### config.mk
export PLATFORM = sky130hd
export DESIGN_NAME = ps2_keyboard_flat
export DESIGN_NICKNAME = d
export VERILOG_FILES = /design/src/rtl/hack_kbd_pkg.sv /design/src/rtl/ps2_keyboard_if.sv /design/src/rtl/ps2_to_hack.sv /design/src/rtl/ps2_keyboard.sv /design/src/flat_wrapper.sv
export SDC_FILE = /design/constraint.sdc
export NUM_CORES = 1
export LEC_CHECK = 0
export ABC_AREA = 1
export CAP_MARGIN = 20
export CORE_ASPECT_RATIO = 0.75
export CORE_MARGIN = 2
export CORE_UTILIZATION = 45
export CTS_BUF_LIST = sky130_fd_sc_hd__clkbuf_2
export CTS_CLUSTER_SIZE = 25
export DETAILED_ROUTE_END_ITERATION = 16
export GPL_ROUTABILITY_DRIVEN = 0
export PLACE_DENSITY_LB_ADDON = 0.3
export SETUP_SLACK_MARGIN = 0.3
export SLEW_MARGIN = 30
export SYNTH_ARGS = -nofsm -noshare
export SYNTH_HDL_FRONTEND = slang
export SYNTH_SLANG_ARGS = --single-unit
### constraint.sdc
create_clock -name clk -period 6.84 [get_ports clk]
set_input_delay 1.368 -clock clk [delete_from_list [all_inputs] [get_ports clk]]
set_output_delay 1.368 -clock clk [all_outputs]
set_load 0.01 [all_outputs]
### src/rtl/hack_kbd_pkg.sv
// Shared types and constants for the PS/2-to-Hack keyboard front end.
package hack_kbd_pkg;

  typedef enum logic [1:0] {IDLE, DATA, PARITY, STOP} frame_state_e;

  localparam logic [7:0] SC_E0     = 8'hE0;
  localparam logic [7:0] SC_F0     = 8'hF0;
  localparam logic [7:0] SC_LSHIFT = 8'h12;
  localparam logic [7:0] SC_RSHIFT = 8'h59;

  localparam logic [7:0] HK_NEWLINE   = 8'd128;
  localparam logic [7:0] HK_BACKSPACE = 8'd129;
  localparam logic [7:0] HK_LEFT      = 8'd130;
  localparam logic [7:0] HK_UP        = 8'd131;
  localparam logic [7:0] HK_RIGHT     = 8'd132;
  localparam logic [7:0] HK_DOWN      = 8'd133;
  localparam logic [7:0] HK_HOME      = 8'd134;
  localparam logic [7:0] HK_END       = 8'd135;
  localparam logic [7:0] HK_PGUP      = 8'd136;
  localparam logic [7:0] HK_PGDN      = 8'd137;
  localparam logic [7:0] HK_INSERT    = 8'd138;
  localparam logic [7:0] HK_DELETE    = 8'd139;
  localparam logic [7:0] HK_ESC       = 8'd140;
  localparam logic [7:0] HK_F1        = 8'd141;
  localparam logic [7:0] HK_F12       = 8'd152;

endpackage

### src/rtl/ps2_keyboard_if.sv
// Connector-side lines and Hack-side outputs of the keyboard front end.
interface ps2_keyboard_if;
  import hack_kbd_pkg::*;

  // scan_valid and frame_err are single-cycle pulses with no ready/backpressure:
  // at most one fires per received frame, and kbd is already updated when scan_valid is high.
  logic         ps2_clk;
  logic         ps2_data;
  logic [15:0]  kbd;
  logic         scan_valid;
  logic         frame_err;
  frame_state_e dbg_state;

  modport master (output ps2_clk, ps2_data, input kbd, scan_valid, frame_err, dbg_state);
  modport slave  (input ps2_clk, ps2_data, output kbd, scan_valid, frame_err, dbg_state);
endinterface

### src/rtl/ps2_to_hack.sv
// Combinational map from a (possibly E0-extended) set-2 scan code plus shift to a Hack key code.
module ps2_to_hack
  import hack_kbd_pkg::*;
(
  input  logic        ext,
  input  logic [7:0]  code,
  input  logic        shift,
  output logic        valid,
  output logic [15:0] hack
);

  // {unshifted, shifted}; all-zero means the key has no Hack code
  logic [15:0] pair;

  always_comb begin
    pair = 16'h0000;
    if (ext) begin
      case (code)
        8'h6B:   pair = {2{HK_LEFT}};
        8'h75:   pair = {2{HK_UP}};
        8'h74:   pair = {2{HK_RIGHT}};
        8'h72:   pair = {2{HK_DOWN}};
        8'h6C:   pair = {2{HK_HOME}};
        8'h69:   pair = {2{HK_END}};
        8'h7D:   pair = {2{HK_PGUP}};
        8'h7A:   pair = {2{HK_PGDN}};
        8'h70:   pair = {2{HK_INSERT}};
        8'h71:   pair = {2{HK_DELETE}};
        default: pair = 16'h0000;
      endcase
    end else begin
      case (code)
        8'h1C: pair = "aA";  8'h32: pair = "bB";  8'h21: pair = "cC";  8'h23: pair = "dD";
        8'h24: pair = "eE";  8'h2B: pair = "fF";  8'h34: pair = "gG";  8'h33: pair = "hH";
        8'h43: pair = "iI";  8'h3B: pair = "jJ";  8'h42: pair = "kK";  8'h4B: pair = "lL";
        8'h3A: pair = "mM";  8'h31: pair = "nN";  8'h44: pair = "oO";  8'h4D: pair = "pP";
        8'h15: pair = "qQ";  8'h2D: pair = "rR";  8'h1B: pair = "sS";  8'h2C: pair = "tT";
        8'h3C: pair = "uU";  8'h2A: pair = "vV";  8'h1D: pair = "wW";  8'h22: pair = "xX";
        8'h35: pair = "yY";  8'h1A: pair = "zZ";
        8'h45: pair = "0)";  8'h16: pair = "1!";  8'h1E: pair = "2@";  8'h26: pair = "3#";
        8'h25: pair = "4$";  8'h2E: pair = "5%";  8'h36: pair = "6^";  8'h3D: pair = "7&";
        8'h3E: pair = "8*";  8'h46: pair = "9(";
        8'h0E: pair = "`~";  8'h4E: pair = "-_";  8'h55: pair = "=+";  8'h54: pair = "[{";
        8'h5B: pair = "]}";  8'h5D: pair = {8'h5C, 8'h7C}; 8'h4C: pair = ";:";  8'h52: pair = {8'h27, 8'h22};
        8'h41: pair = ",<";  8'h49: pair = ".>";  8'h4A: pair = "/?";  8'h29: pair = "  ";
        8'h5A: pair = {2{HK_NEWLINE}};
        8'h66: pair = {2{HK_BACKSPACE}};
        8'h76: pair = {2{HK_ESC}};
        8'h05: pair = {2{HK_F1}};
        8'h06: pair = {2{HK_F1 + 8'd1}};
        8'h04: pair = {2{HK_F1 + 8'd2}};
        8'h0C: pair = {2{HK_F1 + 8'd3}};
        8'h03: pair = {2{HK_F1 + 8'd4}};
        8'h0B: pair = {2{HK_F1 + 8'd5}};
        8'h83: pair = {2{HK_F1 + 8'd6}};
        8'h0A: pair = {2{HK_F1 + 8'd7}};
        8'h01: pair = {2{HK_F1 + 8'd8}};
        8'h09: pair = {2{HK_F1 + 8'd9}};
        8'h78: pair = {2{HK_F1 + 8'd10}};
        8'h07: pair = {2{HK_F12}};
        default: pair = 16'h0000;
      endcase
    end
    valid = (pair != 16'h0000);
    hack  = {8'h00, shift ? pair[7:0] : pair[15:8]};
  end

endmodule

### src/rtl/ps2_keyboard.sv
// PS/2 device-to-host receiver and scan-code decoder producing the Hack keyboard word.
module ps2_keyboard
  import hack_kbd_pkg::*;
#(
  parameter int FILTER_LEN     = 8,
  parameter int TIMEOUT_CYCLES = 50000
) (
  input logic          clk,
  input logic          rst_n,
  ps2_keyboard_if.slave bus
);

  localparam int FW = $clog2(FILTER_LEN + 1);
  localparam int TW = $clog2(TIMEOUT_CYCLES + 1);
  localparam logic [FW-1:0] FILT_LAST = FW'(FILTER_LEN - 1);
  localparam logic [TW-1:0] TO_LAST   = TW'(TIMEOUT_CYCLES - 1);

  logic clk_meta_q, clk_meta_d, clk_sync_q, clk_sync_d;
  logic dat_meta_q, dat_meta_d, dat_sync_q, dat_sync_d;
  logic filt_q, filt_d, strobe_q, strobe_d;
  logic [FW-1:0] filt_cnt_q, filt_cnt_d;
  frame_state_e state_q, state_d;
  logic [2:0]  bit_cnt_q, bit_cnt_d;
  logic [7:0]  shreg_q, shreg_d;
  logic        par_q, par_d;
  logic [TW-1:0] to_cnt_q, to_cnt_d;
  logic        scan_valid_q, scan_valid_d, frame_err_q, frame_err_d;
  logic        ext_q, ext_d, brk_q, brk_d, shift_q, shift_d;
  logic        held_vld_q, held_vld_d;
  logic [8:0]  held_q, held_d;
  logic [15:0] kbd_q, kbd_d;
  logic        byte_ok, map_valid;
  logic [15:0] map_hack;

  ps2_to_hack u_map (
    .ext   (ext_q),
    .code  (shreg_q),
    .shift (shift_q),
    .valid (map_valid),
    .hack  (map_hack)
  );

  always_comb begin
    clk_meta_d = bus.ps2_clk;
    clk_sync_d = clk_meta_q;
    dat_meta_d = bus.ps2_data;
    dat_sync_d = dat_meta_q;

    // the filtered clock only follows after FILTER_LEN identical samples of the new level
    filt_d     = filt_q;
    filt_cnt_d = '0;
    if (clk_sync_q != filt_q) begin
      if (filt_cnt_q == FILT_LAST) filt_d = clk_sync_q;
      else filt_cnt_d = filt_cnt_q + 1'b1;
    end
    strobe_d = filt_q & ~filt_d;

    state_d      = state_q;
    bit_cnt_d    = bit_cnt_q;
    shreg_d      = shreg_q;
    par_d        = par_q;
    to_cnt_d     = '0;
    frame_err_d  = 1'b0;
    byte_ok      = 1'b0;
    if (strobe_q) begin
      case (state_q)
        IDLE: if (!dat_sync_q) begin
          state_d   = DATA;
          bit_cnt_d = 3'd0;
        end
        DATA: begin
          shreg_d   = {dat_sync_q, shreg_q[7:1]};
          bit_cnt_d = bit_cnt_q + 3'd1;
          if (bit_cnt_q == 3'd7) state_d = PARITY;
        end
        PARITY: begin
          par_d   = dat_sync_q;
          state_d = STOP;
        end
        STOP: begin
          state_d = IDLE;
          if ((^{shreg_q, par_q}) && dat_sync_q) byte_ok = 1'b1;
          else frame_err_d = 1'b1;
        end
        default: state_d = IDLE;
      endcase
    end else if (state_q != IDLE) begin
      if (to_cnt_q == TO_LAST) begin
        state_d     = IDLE;
        frame_err_d = 1'b1;
      end else begin
        to_cnt_d = to_cnt_q + 1'b1;
      end
    end
    scan_valid_d = byte_ok;

    ext_d      = ext_q;
    brk_d      = brk_q;
    shift_d    = shift_q;
    held_d     = held_q;
    held_vld_d = held_vld_q;
    kbd_d      = kbd_q;
    if (byte_ok) begin
      if (shreg_q == SC_E0) begin
        ext_d = 1'b1;
      end else if (shreg_q == SC_F0) begin
        brk_d = 1'b1;
      end else begin
        ext_d = 1'b0;
        brk_d = 1'b0;
        if (!ext_q && (shreg_q == SC_LSHIFT || shreg_q == SC_RSHIFT)) begin
          shift_d = ~brk_q;
        end else if (brk_q) begin
          // releasing some other key must not clear the one still held
          if (held_vld_q && held_q == {ext_q, shreg_q}) begin
            kbd_d      = 16'h0000;
            held_vld_d = 1'b0;
          end
        end else if (map_valid) begin
          kbd_d      = map_hack;
          held_d     = {ext_q, shreg_q};
          held_vld_d = 1'b1;
        end
      end
    end
  end

  always_ff @(posedge clk or negedge rst_n) begin
    if (!rst_n) begin
      clk_meta_q   <= 1'b1;
      clk_sync_q   <= 1'b1;
      dat_meta_q   <= 1'b1;
      dat_sync_q   <= 1'b1;
      filt_q       <= 1'b1;
      filt_cnt_q   <= '0;
      strobe_q     <= 1'b0;
      state_q      <= IDLE;
      bit_cnt_q    <= 3'd0;
      shreg_q      <= 8'h00;
      par_q        <= 1'b0;
      to_cnt_q     <= '0;
      scan_valid_q <= 1'b0;
      frame_err_q  <= 1'b0;
      ext_q        <= 1'b0;
      brk_q        <= 1'b0;
      shift_q      <= 1'b0;
      held_q       <= 9'h000;
      held_vld_q   <= 1'b0;
      kbd_q        <= 16'h0000;
    end else begin
      clk_meta_q   <= clk_meta_d;
      clk_sync_q   <= clk_sync_d;
      dat_meta_q   <= dat_meta_d;
      dat_sync_q   <= dat_sync_d;
      filt_q       <= filt_d;
      filt_cnt_q   <= filt_cnt_d;
      strobe_q     <= strobe_d;
      state_q      <= state_d;
      bit_cnt_q    <= bit_cnt_d;
      shreg_q      <= shreg_d;
      par_q        <= par_d;
      to_cnt_q     <= to_cnt_d;
      scan_valid_q <= scan_valid_d;
      frame_err_q  <= frame_err_d;
      ext_q        <= ext_d;
      brk_q        <= brk_d;
      shift_q      <= shift_d;
      held_q       <= held_d;
      held_vld_q   <= held_vld_d;
      kbd_q        <= kbd_d;
    end
  end

  assign bus.kbd        = kbd_q;
  assign bus.scan_valid = scan_valid_q;
  assign bus.frame_err  = frame_err_q;
  assign bus.dbg_state  = state_q;

endmodule
### src/flat_wrapper.sv
// flat-port wrapper written by rule: the top's interface ports become plain ports
module ps2_keyboard_flat import hack_kbd_pkg::*;
#(
  parameter int FILTER_LEN     = 8,
  parameter int TIMEOUT_CYCLES = 50000
)
  (clk, rst_n, bus_ps2_clk, bus_ps2_data, bus_kbd, bus_scan_valid, bus_frame_err, bus_dbg_state);
  ps2_keyboard_if bus_i ();
  input logic clk;
  input logic rst_n;
  input wire logic [$bits(bus_i.ps2_clk)-1:0] bus_ps2_clk;
  input wire logic [$bits(bus_i.ps2_data)-1:0] bus_ps2_data;
  output wire logic [$bits(bus_i.kbd)-1:0] bus_kbd;
  output wire logic [$bits(bus_i.scan_valid)-1:0] bus_scan_valid;
  output wire logic [$bits(bus_i.frame_err)-1:0] bus_frame_err;
  output wire logic [$bits(bus_i.dbg_state)-1:0] bus_dbg_state;
  assign bus_i.ps2_clk = bus_ps2_clk;
  assign bus_i.ps2_data = bus_ps2_data;
  assign bus_kbd = bus_i.kbd;
  assign bus_scan_valid = bus_i.scan_valid;
  assign bus_frame_err = bus_i.frame_err;
  assign bus_dbg_state = bus_i.dbg_state;
  ps2_keyboard #(.FILTER_LEN(FILTER_LEN), .TIMEOUT_CYCLES(TIMEOUT_CYCLES)) u_core (.clk(clk), .rst_n(rst_n), .bus(bus_i));
endmodule
# Word-level counts from Yosys, hierarchy flattened
# Memory sizes are Yosys's and may differ from the RTL's.
# Index checks and enable logic that the tools add are counted.
# totals
regBits	71
rom_bits	4096
input_bits	4
output_inout_bits	20
elab_cells	114
memories	1
# classes
add_sub_neg	3
n_eq_ne	27
n_mux	35
bitwise	6
n_reduce_logical	22
# mem_list
name	depth	word_bits	rd	rd_ports_with_merged_regs	write_ports	line_no	rtl
(name not given)	256	16	1	0	0	ps2_to_hack.sv:32	case (code)
# op_table
op	n
$pmux W16 S10	1
$mux W16	7
$eq A8 B7 Y1 const B	11
$add A16 B1 Y16 const B	1
$eq A16 B16 Y1 const B	1
$eq A8 B8 Y1 const B	2
$mux W1	16
$reduce_bool A16 Y1	1
$reduce_and A6 Y1	2
$mux W2	5
$reduce_bool A2 Y1	5
$eq A9 B9 Y1	1
$reduce_xor A9 Y1	1
$eq A8 B5 Y1 const B	1
$mux W4	2
$mux W8	1
$pmux W2 S4	1
$reduce_and A2 Y1	4
$reduce_and A4 Y1	2
$ne A3 B3 Y1 const B	2
$pmux W3 S2	1
$not A1 Y1	5
$add A4 B1 Y4 const B	1
$eq A2 B2 Y1 const B	2
14 further kinds	17

# Longest topological paths before layout
# Gate-level depths: netlist (run 1).
# logic_depth
word_depth	6
mapped_depth	22
mapped_depth_nobuf	20

# Hierarchy
# From an unflattened synthesis (run 1), not the netlist that was laid out.
# unflattened
cells_unflattened	858
area_unflattened_um2	5582.9
# by_module_without_submodules
module	n_inst	cells_per_inst	area_each_um2	seq_area_each_um2
ps2_keyboard	1	407	3433.3	1783.0
ps2_to_hack	1	451	2149.6	0.0

# Least setup slack after synthesis (run 1)
# OpenSTA, ideal clock, no wires.
# synth_timing
kind	register to register
startpoint	register u_core.shreg_q[0]
endpoint	register u_core.kbd_q[0] (netlist: u_core.bus.kbd[0])
setup_time_ps	118
arrival_ps	2447
setup_slack_ps	4275
stages_incl_launch_ff	22
cell_sequence	dfrtp_1 buf_2 inv_1 ha_1 or2_1 nand3_2 nand2_1 nand2_1 nand2_1 nand2_1 nand2_1 nand2_1 nand2_1 nor2_1 nand2_1 nor2_2 nand3_4 nand2_4 buf_6 nor2_2 nand2_1 nand2_1
# synth_via
elab_chain_len	6
elab_cells_between_ends	36
classes_between	eq/ne: 16; mux: 8; bitwise: 3; reduce/logical: 8; memory: 1
# synth_rtl
element	line_no	rtl
start: declaration	ps2_keyboard.sv:24	logic [7:0] shreg_q, shreg_d;
start signal: assignment	ps2_keyboard.sv:160	shreg_q <= shreg_d;
branches (longest 6 deep; another with $mem_v2 Z256 W16)	--	
end signal: assignment	ps2_keyboard.sv:170	kbd_q <= kbd_d;
end: declaration	ps2_keyboard.sv:31	logic [15:0] kbd_q, kbd_d;
# Several ways; the timed one is not identified. The select of a mux whose other input is x is not followed.
# A chain may end at the register's enable or synchronous reset.

# Worst setup path after layout (run 1)
# layout_timing
startpoint	register u_core.shreg_q[4]
endpoint	register u_core.held_q[8]
# layout_via
elab_chain_len	6
elab_cells_between_ends	29
classes_between	eq/ne: 14; mux: 5; bitwise: 3; reduce/logical: 6; memory: 1
# layout_rtl
element	line_no	rtl
branches (longest 5 deep; another with $mem_v2 Z256 W16)	--	
$reduce_and A6 Y1 (no source line) (*)	--	
end signal: assignment	ps2_keyboard.sv:168	held_q <= held_d;
end: declaration	ps2_keyboard.sv:30	logic [8:0] held_q, held_d;
# Mark *: on every way between the ends.

==> results.cfg, run 1 <==
[detailed_routing]
drt_iter0_drc = 637
ant_nets = 0
dr.pass1.iters = 5
routed_wl_mm = 13.8
viasPerCell = 5.61
num_vias = 5033
drc = 0
post_drt_wl_per_cell_um = 15.4

[worst_setup_path]
crit_slowest_cell = dfrtp_1
critical-path-max-stage-delay_ns = 0.96
crit_chain = inv_4, nor2_8, inv_1, o21ai_1, nor2_1, nand2_1, nand2_1, nand2_1, o21ai_0, nor2_1, nand2_1, nor2_2, nand3_4, nand2_4, nand2_1, o21ai_1
worstPathMaxFanout = 22
cp-end-kind = register
crit_arrival_ns = 3.69
crit_top_cell = nand2_1
critical_path_required_ns = 7.24
start_kind = register
worst-setup-path-type = register to register

[timing]
fmax_mhz = 303
slew_violations = 0
fin_skew_ns = 0.0369
worst_pin_slew_ns = 0.980
rsz0062_at_grt = no
whs_ns = 0.319
hold_viol = 0
final-setup-viol-count = 0
tns_ns = 0
layout_min_cycle_time_ns = 3.30
slew_headroom_pct = 34.4
fin_crit_sh_pct = 48.2

[final_layout]
n_fill_cell = 1104
stdcell_area_um2 = 5340
area_growth_pct = 3.97
antenna_cells = 0
layout.nets = 771
drive_gt1_share_pct = 10.4

[synthesis]
synth_edf_count = 0
yosysTopAreaCell = dfrtp_1
syn_area_um2 = 5130
yosysUniqueCellTypes = 47
ys_seq_area_share_pct = 30.8
syn-mean-instance-area_um2 = 6.80
synth-warning-count = 0
synth_flop_cell = dfrtp_1
netlist.area_leader.share_pct = 28.3
synth.area.top_cells = dfrtp_1, nand2_1, nand3_1
ys_async_sr_fraction_pct = 100
syn_inst = 755
ys_seq_elements = 63

[placed_design]
post_dp_cell_area_um2 = 5190
dp_hpwl_mm = 10.2
port_buffers = 15

[floorplanning]
row_count = 33
die_area_um2 = 12300
core_region_area_um2 = 11000
start_util_pct = 46.5
die_h_um = 96.5
io_pins = 24
die_width_um = 127

[clocking]
postCtsSetupBuffers = 0
cts_resized = 0
cts_buffers = 9
clockBufferDepth = 2
hold_buffers = 0
clock_latency_ns = 0.50
cts_sinks = 63
tritoncts = built
clk_pin_slew_ns = 0.21
cts_root_buf = clkbuf_2
htreeDepth = 3

[global_route]
grt_pass1_vias = 4573
grt_pass1_wl_mm = 22.9
antenna_found_initial = 0
grt_max_degree = 64
overflow = 0
grt_util_all_layers_pct = 23.4

[power]
combPwrFrac_pct = 46.8
clkPwrFrac_pct = 19.2
vdd_ir_drop_max_v = 0.000180
p_int_uw = 750
power_density_nw_per_um2 = 264
seq_power_share_pct = 34.0
p_leak_nw = 2.63
p_sw_share_pct = 46.8
p_switching_uw = 660

[min_path]
hold_path_class = register to register

[flow_run]
max_cap_violations = 0

[run_status]
status = finished clean
per-stage QoR:
stage          power, mW  util, %  setup slack (ns)  instances
2_1_floorplan      0.990        -              4.28        762
3_3_place_gp        1.12     47.1              3.68        881
3_5_place_dp        1.13     47.1              3.64        881
4_1_cts             1.40     48.4              3.61        897
5_1_grt             1.50     48.4              3.23        897
6_report            1.41     48.4              3.54        897
routing by layer:
layer / global-route usage [%] / up-vias / routed length [um]
met2: 36.1 / 269 / 5830
met5: 0 / - / 0
met3: 6.00 / 34 / 1470
met4: 7.88 / 0 / 318
met1: 32.3 / 2303 / 6190
li1: - / 2427 / -
worst paths after layout:
check | cells past startpoint | end | slack [ns] | from
max | 16 | u_core.held_q[8]$_DFFE_PN0P_ | 3.54 | u_core.shreg_q[4]$_DFFE_PN0P_
min in group asynchronous | 2 | u_core.bus.kbd[3]$_DFFE_PN0P_ | 0.97 | rst_n
min | 0 | u_core.clk_sync_q$_DFF_PN1_ | 0.32 | u_core.clk_meta_q$_DFF_PN1_
max reg2reg | 16 | u_core.held_q[8]$_DFFE_PN0P_ | 3.54 | u_core.shreg_q[4]$_DFFE_PN0P_
min reg2reg | 0 | u_core.clk_sync_q$_DFF_PN1_ | 0.32 | u_core.clk_meta_q$_DFF_PN1_
max in group asynchronous | 2 | u_core.shreg_q[7]$_DFFE_PN0P_ | 5.29 | rst_n
critical path, delay by kind of cell (launching register included):
kind                   cells  cell delay, ns
AND/OR/NAND/NOR           11            1.30
AO/OA/AOI/OAI              3            0.49
flip-flops                 1            0.96
buffers and inverters      2            0.42
kinds of logic (layout without fill, tap and decap cells):
group | Yosys count | after routing | share of synthesized area [%]
other | 1 | 8 | 0.0731
DFF | 63 | 63 | 30.8
AOI/OAI and AO/OA | 93 | 93 | 10.1
adders and majority gates | 15 | 15 | 3.66
and+or+nand+nor | 462 | 462 | 41.9
xor gates and xnor gates | 14 | 14 | 2.39
buffers and inverters | 107 | 102 | 11.1
cells in the mapped netlist, types with 3 or more instances:
master,n
o21ai_0,25
buf_6,10
nor3_1,11
dfrtp_1,58
dfstp_2,5
o2111ai_1,4
nand2_4,8
nand4_1,13
inv_1,55
inv_2,8
nor2_4,3
inv_4,4
buf_4,15
o21ai_1,19
a22oi_1,4
a21oi_1,29
o211ai_1,4
nand3_1,58
nand3_2,7
nand2_2,9
nand3b_1,4
ha_1,15
nor2_1,67
nand2_1,255
clkbuf_1,5
nor4_1,4
nor2_2,10
nor3b_1,5
xnor2_1,12
buf_2,7
power groups by stage:
stage | clock [mW] | sequential, mW | combinational (mW)
2_1_floorplan | 0 | 0.443 | 0.547
3_3_place_gp | 0 | 0.483 | 0.635
3_5_place_dp | 0 | 0.484 | 0.643
4_1_cts | 0.278 | 0.477 | 0.646
5_1_grt | 0.290 | 0.485 | 0.728
6_report | 0.270 | 0.479 | 0.660
cells in the final DEF, fill, tap and decap left out, types with 8 or more instances in the layout:
| cell type | synthesis | routed |
|---|---|---|
| nor3_1 | 11 | 11 |
| o21ai_1 | 19 | 19 |
| nor2_2 | 10 | 10 |
| nand2_1 | 255 | 255 |
| inv_1 | 55 | 55 |
| a21oi_1 | 29 | 29 |
| nand3_1 | 58 | 58 |
| nand2_2 | 9 | 9 |
| conb_1 | 1 | 8 |
| o21ai_0 | 25 | 25 |
| clkdlybuf4s50_1 | 0 | 14 |
| nand4_1 | 13 | 13 |
| inv_2 | 8 | 8 |
| dfrtp_1 | 58 | 58 |
| xnor2_1 | 12 | 12 |
| nand2_4 | 8 | 8 |
| nor2_1 | 67 | 67 |
| clkbuf_2 | 0 | 9 |
| ha_1 | 15 | 15 |
layout make-up:
type,instances,area [um2],share of cell area (%)
Multi-Input combinational cell,592,3010,56.4
Inverter,69,269,5.04
Tap cell,140,175,3.28
Clock buffer,9,45.0,0.844
Clock inverter,7,96.3,1.81
Sequential cell,63,1580,29.7
Timing Repair Buffer,17,160,3.00
flip-flops by register name, indices dropped and copies added, names as in the netlist, 2 cells and up:
name                  cells
u_core.bit_cnt_q          3
u_core.filt_cnt_q         4
u_core.bus.dbg_state      2
u_core.bus.kbd            8
u_core.to_cnt_q          16
u_core.held_q             9
u_core.shreg_q            8
No activity file was read; power rests on OpenSTA's default activity.
==> inputs of run 2 (changes only) <==
Clock period 6.84 ns to 3.4 ns, I/O delays scaled along.
==> results.cfg, run 2 (synthesized netlist as in run 1, its figures left out) <==
[worst_setup_path]
start_kind = register
ff2ff_path_depth = 20
regToRegEndpoint = u_core.bus.kbd[6]$_DFFE_PN0P_
worstReg2RegStart = u_core.shreg_q[0]$_DFFE_PN0P_
worst-setup-path-type = register to register
critical_path_required_ns = 3.80
worstPathMaxFanout = 22
crit_arrival_ns = 3.27
crit_slowest_cell = dfrtp_1
critical-path-max-stage-delay_ns = 0.42
crit_top_cell = nand2_1
crit_chain = buf_4, ha_1, nand3_2, nand2_1, nor2_2, nand2_1, nand2_1, nand2_1, nand2_1, nand2_1, nand2_1, nand2_1, nor2_1, nand2_1, nor2_2, nand3_4, nand2_8, a21oi_1, nand2_1, nand2_1
rrSetupSlack_ns = 0.53
critical_path.top_delay_family = simple AND/OR/NAND/NOR gates
crit_buf_inv = 1
cp-end-kind = register

[power]
finalPower_mw = 2.85
p_leak_nw = 2.68
vdd_ir_drop_max_v = 0.000288
power_density_nw_per_um2 = 525

[timing]
worst_pin_slew_ns = 0.770
slew_violations = 0
final-setup-viol-count = 0
fin_skew_ns = 0.0217
slew_headroom_pct = 48.7
fmax_mhz = 348
layout_min_cycle_time_ns = 2.87
tns_ns = 0
hold_viol = 0
rsz0062_at_grt = no
fin_crit_sh_pct = 84.5

[placed_design]
port_buffers = 15
dp_hpwl_mm = 10.5

[clocking]
clk_pin_slew_ns = 0.18
htreeDepth = 3
clock_latency_ns = 0.48
clockBufferDepth = 2
postCtsSetupBuffers = 0
hold_buffers = 0
cts_root_buf = clkbuf_2
cts_buffers = 9
tritoncts = built
cts_sinks = 63

[final_layout]
n_fill_cell = 1080
reg_top3 = u_core.to_cnt_q (16), u_core.held_q (9)
largest_reg_flops = 16
final_cell_mix = nand2_1, nor2_1, nand3_1
antenna_cells = 0
regMostFlops = u_core.to_cnt_q
mostFrequentLayoutCell = nand2_1
fin_util_pct = 49.2
area_growth_pct = 5.78
drive_gt1_share_pct = 11.7
layout.nets = 782

[floorplanning]
die_area_um2 = 12300
start_util_pct = 46.5
io_pins = 24
row_count = 33
die_h_um = 96.5
core_region_area_um2 = 11000
die_width_um = 127

[global_route]
grt_pass1_vias = 4686
grt_max_degree = 35
overflow = 0
antenna_found_initial = 0
grt_pass1_wl_mm = 22.8
grt_util_all_layers_pct = 23.5

[detailed_routing]
drt_iter0_drc = 764
post_drt_wl_per_cell_um = 15.2
viasPerCell = 5.59
num_vias = 5073
ant_nets = 0
routed_wl_mm = 13.8
dr.pass1.iters = 8
drc = 0

[min_path]
hold_path_class = primary input to async pin

[run_status]
status = finished clean

[flow_run]
max_cap_violations = 0
run 2: how the worst max path moves through the flow:
| stage | start | endpoint | slack, ns | cells past startpoint |
|---|---|---|---|---|
| after global placement | u_core.shreg_q[2]$_DFFE_PN0P_ | u_core.bus.kbd[6]$_DFFE_PN0P_ | 0.45 | 17 |
| after floorplan | u_core.shreg_q[0]$_DFFE_PN0P_ | u_core.bus.kbd[0]$_DFFE_PN0P_ | 0.84 | 21 |
| after detailed placement | u_core.shreg_q[2]$_DFFE_PN0P_ | u_core.bus.kbd[6]$_DFFE_PN0P_ | 0.42 | 17 |
| after CTS | u_core.shreg_q[2]$_DFFE_PN0P_ | u_core.bus.kbd[6]$_DFFE_PN0P_ | 0.40 | 17 |
| after global routing | u_core.shreg_q[0]$_DFFE_PN0P_ | u_core.bus.kbd[2]$_DFFE_PN0P_ | 0.33 | 17 |
| final | u_core.shreg_q[0]$_DFFE_PN0P_ | u_core.bus.kbd[6]$_DFFE_PN0P_ | 0.53 | 20 |
run 2: final cells by class:
class	count	area (um2)	area share, %
repair buffers	28	243	4.47
clock inverters	6	83.8	1.54
inverters	69	269	4.96
multi-input cells	592	3020	55.7
well taps	140	175	3.23
clock buffers	10	50.0	0.922
flip-flops and latches	63	1580	29.2
run 2: report_power, final:
group / leakage (nW) / internal, mW / switching [mW] / total [mW]
sequential: 0.851 / 0.830 / 0.115 / 0.945
combinational: 1.75 / 0.464 / 0.927 / 1.39
clock: 0.0776 / 0.245 / 0.270 / 0.514
total: 2.68 / 1.54 / 1.31 / 2.85
run 2: routing by layer:
layer / share of wire, % / global-route usage, %
met5: 0 / 0
met4: 2.7 / 7.97
met3: 12 / 8.59
met2: 41 / 34.6
met1: 44 / 31.9
run 2: metrics by stage:
step                      worst slack, ns  std cells  hold WS [ns]  cell area [um2]
after global routing                0.335        908         0.212             5430
after global placement              0.447        892         0.346             5280
after floorplan                     0.835        762         0.345             5160
final                               0.527        908         0.235             5430
after CTS                           0.396        908         0.223             5410
after detailed placement            0.419        892         0.348             5280
run 2: what timing repair did:
action | in CTS | in global routing
endpoints found under the hold margin | 0 | 0
setup endpoints to repair | 0 | 18
resized for setup | 0 | 4
==> inputs of run 3 (changes only) <==
Clock period 3.4 ns to 2.7 ns, I/O delays scaled along.
==> results.cfg, run 3 (synthesized netlist as in run 1, its figures left out) <==
[run_status]
status = finished clean

[min_path]
hold_path_class = register to register
holdPathStages = 0
hold-path-endpoint = u_core.clk_sync_q$_DFF_PN1_
min_from = u_core.clk_meta_q$_DFF_PN1_

[placed_design]
port_buffers = 15
dp_hpwl_mm = 10.8
place_ws_ns = 0.00757
dp_cells = 903

[detailed_routing]
post_drt_wl_per_cell_um = 16.2
ant_nets = 0
routed_wl_mm = 15.2
viasPerCell = 5.72
drc = 0
num_vias = 5369
drt_iter0_drc = 674
dr.pass1.iters = 5

[worst_setup_path]
worst-setup-path-type = register to register
crit_path_start = u_core.shreg_q[1]$_DFFE_PN0P_
start_kind = register
cp-end-kind = register
critical_path_required_ns = 3.09
regToRegEndpoint = u_core.bus.kbd[0]$_DFFE_PN0P_
crit_arrival_ns = 3.04
ff2ff_path_depth = 17
worstReg2RegStart = u_core.shreg_q[1]$_DFFE_PN0P_
worstPathMaxFanout = 8
rrSetupSlack_ns = 0.06

[final_layout]
drive_gt1_share_pct = 22.3
layout.nets = 812
final_cell_mix = nand2_1, nor2_1, nand3_1
n_fill_cell = 1026
area_growth_pct = 17.8
mostFrequentLayoutCell = nand2_1
regArea_um2 = 1590
regMostFlops = u_core.to_cnt_q
antenna_cells = 0
stdcell_count = 938
reg_top3 = u_core.to_cnt_q (16), u_core.held_q (9)
largest_reg_flops = 16
multi_input_area_um2 = 3350

[power]
power_density_nw_per_um2 = 663
vdd_ir_drop_max_v = 0.000485
finalPower_mw = 4.01
p_leak_nw = 2.87

[global_route]
busiest_layer = met2
grt_use_met3_pct = 8.76
grt_util_all_layers_pct = 25.0
overflow = 0
met2_usage_pct = 38.5
grt_pass1_wl_mm = 24.3
grt_max_degree = 37
grt_pass1_vias = 4969
antenna_found_initial = 0
met1_usage_pct = 33.4

[timing]
layout_min_cycle_time_ns = 2.64
fin_crit_sh_pct = 97.9
hold_viol = 0
worst_pin_slew_ns = 0.651
fmax_mhz = 378
rsz0062_at_grt = yes
fin_skew_ns = 0.0339
slew_headroom_pct = 56.6
tns_ns = 0
slew_violations = 0
whs_ns = 0.362
fin_ws_ns = 0.0570
final-setup-viol-count = 0

[floorplanning]
io_pins = 24
die_h_um = 96.5
die_width_um = 127
core_region_area_um2 = 11000
die_area_um2 = 12300
row_count = 33
start_util_pct = 46.5

[clocking]
clock_latency_ns = 0.52
cts_buffers = 9
cts_sinks = 63
tritoncts = built
cts_root_buf = clkbuf_2
htreeDepth = 3
clockBufferDepth = 2
clk_pin_slew_ns = 0.20

[flow_run]
max_cap_violations = 0
==> run 3: changes by cell type in the layout (fill, tap and decap cells not counted), sizes merged <==
cell,before,now
nand2,272,274
clkinvlp,1,2
buf,14,40
clkinv,4,3
nand4,15,16
dlygate4sd3,0,1
==> run 3: cell type report <==
cell class	instances	share of cell area (%)
tap	140	2.90
clock buffer	10	0.828
timing repair buffer	55	8.42
multi-input combinational	595	55.4
clock inverter	6	1.53
inverter	69	4.66
sequential	63	26.3
==> run 3: how the worst max path moves through the flow <==
| stage | cells after the start | slack, ns | endpoint |
|---|---|---|---|
| after floorplan | 21 | 0.30 | u_core.bus.kbd[0]$_DFFE_PN0P_ |
| after global placement | 18 | 0.06 | u_core.bus.kbd[6]$_DFFE_PN0P_ |
| after detailed placement | 20 | 0.008 | u_core.bus.kbd[6]$_DFFE_PN0P_ |
| after CTS | 19 | 0.17 | u_core.bus.kbd[0]$_DFFE_PN0P_ |
| after global routing | 16 | -0.05 | u_core.held_vld_q$_DFFE_PN0P_ |
| final | 17 | 0.06 | u_core.bus.kbd[0]$_DFFE_PN0P_ |
==> run 3: per-layer routing <==
metal | part of all wire [%] | wire length [um] | up-vias
met5 | 0 | 0 | -
met4 | 1.9 | 291 | 0
met3 | 11 | 1650 | 45
met2 | 44 | 6660 | 296
met1 | 43 | 6580 | 2508
li1 | - | - | 2520
==> run 3: through the flow <==
stage,utilization [%],cell area (um2)
2_1_floorplan,-,5180
3_3_place_gp,49.1,5420
3_5_place_dp,49.1,5420
4_1_cts,53.0,5850
5_1_grt,54.9,6050
6_report,54.9,6050
==> run 3: critical path, cell delays in order, from the launching register on <==
cell	delay, ns
dfrtp_2	0.47
clkinv_4	0.12
ha_4	0.32
nand2_4	0.09
nor2_1	0.25
nor2_1	0.08
a21oi_1	0.16
nand2_2	0.10
nand2_2	0.07
nand2_2	0.06
nand2_2	0.07
nor2_1	0.05
nand2_1	0.09
nor2_4	0.05
nand4_1	0.20
nand4_4	0.18
nand2_1	0.11
nand2_1	0.05
==> run 3: where the power goes <==
group / leakage (nW) / switching (mW) / internal [mW]
registers: 0.846 / 0.117 / 1.05
clock network: 0.0792 / 0.365 / 0.316
logic: 1.94 / 1.40 / 0.763
total: 2.87 / 1.88 / 2.13
==> run 3: what timing repair did <==
item,in CTS,in global routing
setup endpoints to repair,18,21
pin swaps,11,33
cloned,3,0
hold endpoints to repair,19,0
hold buffers,1,0
setup buffers,9,6
gates resized for setup,40,46
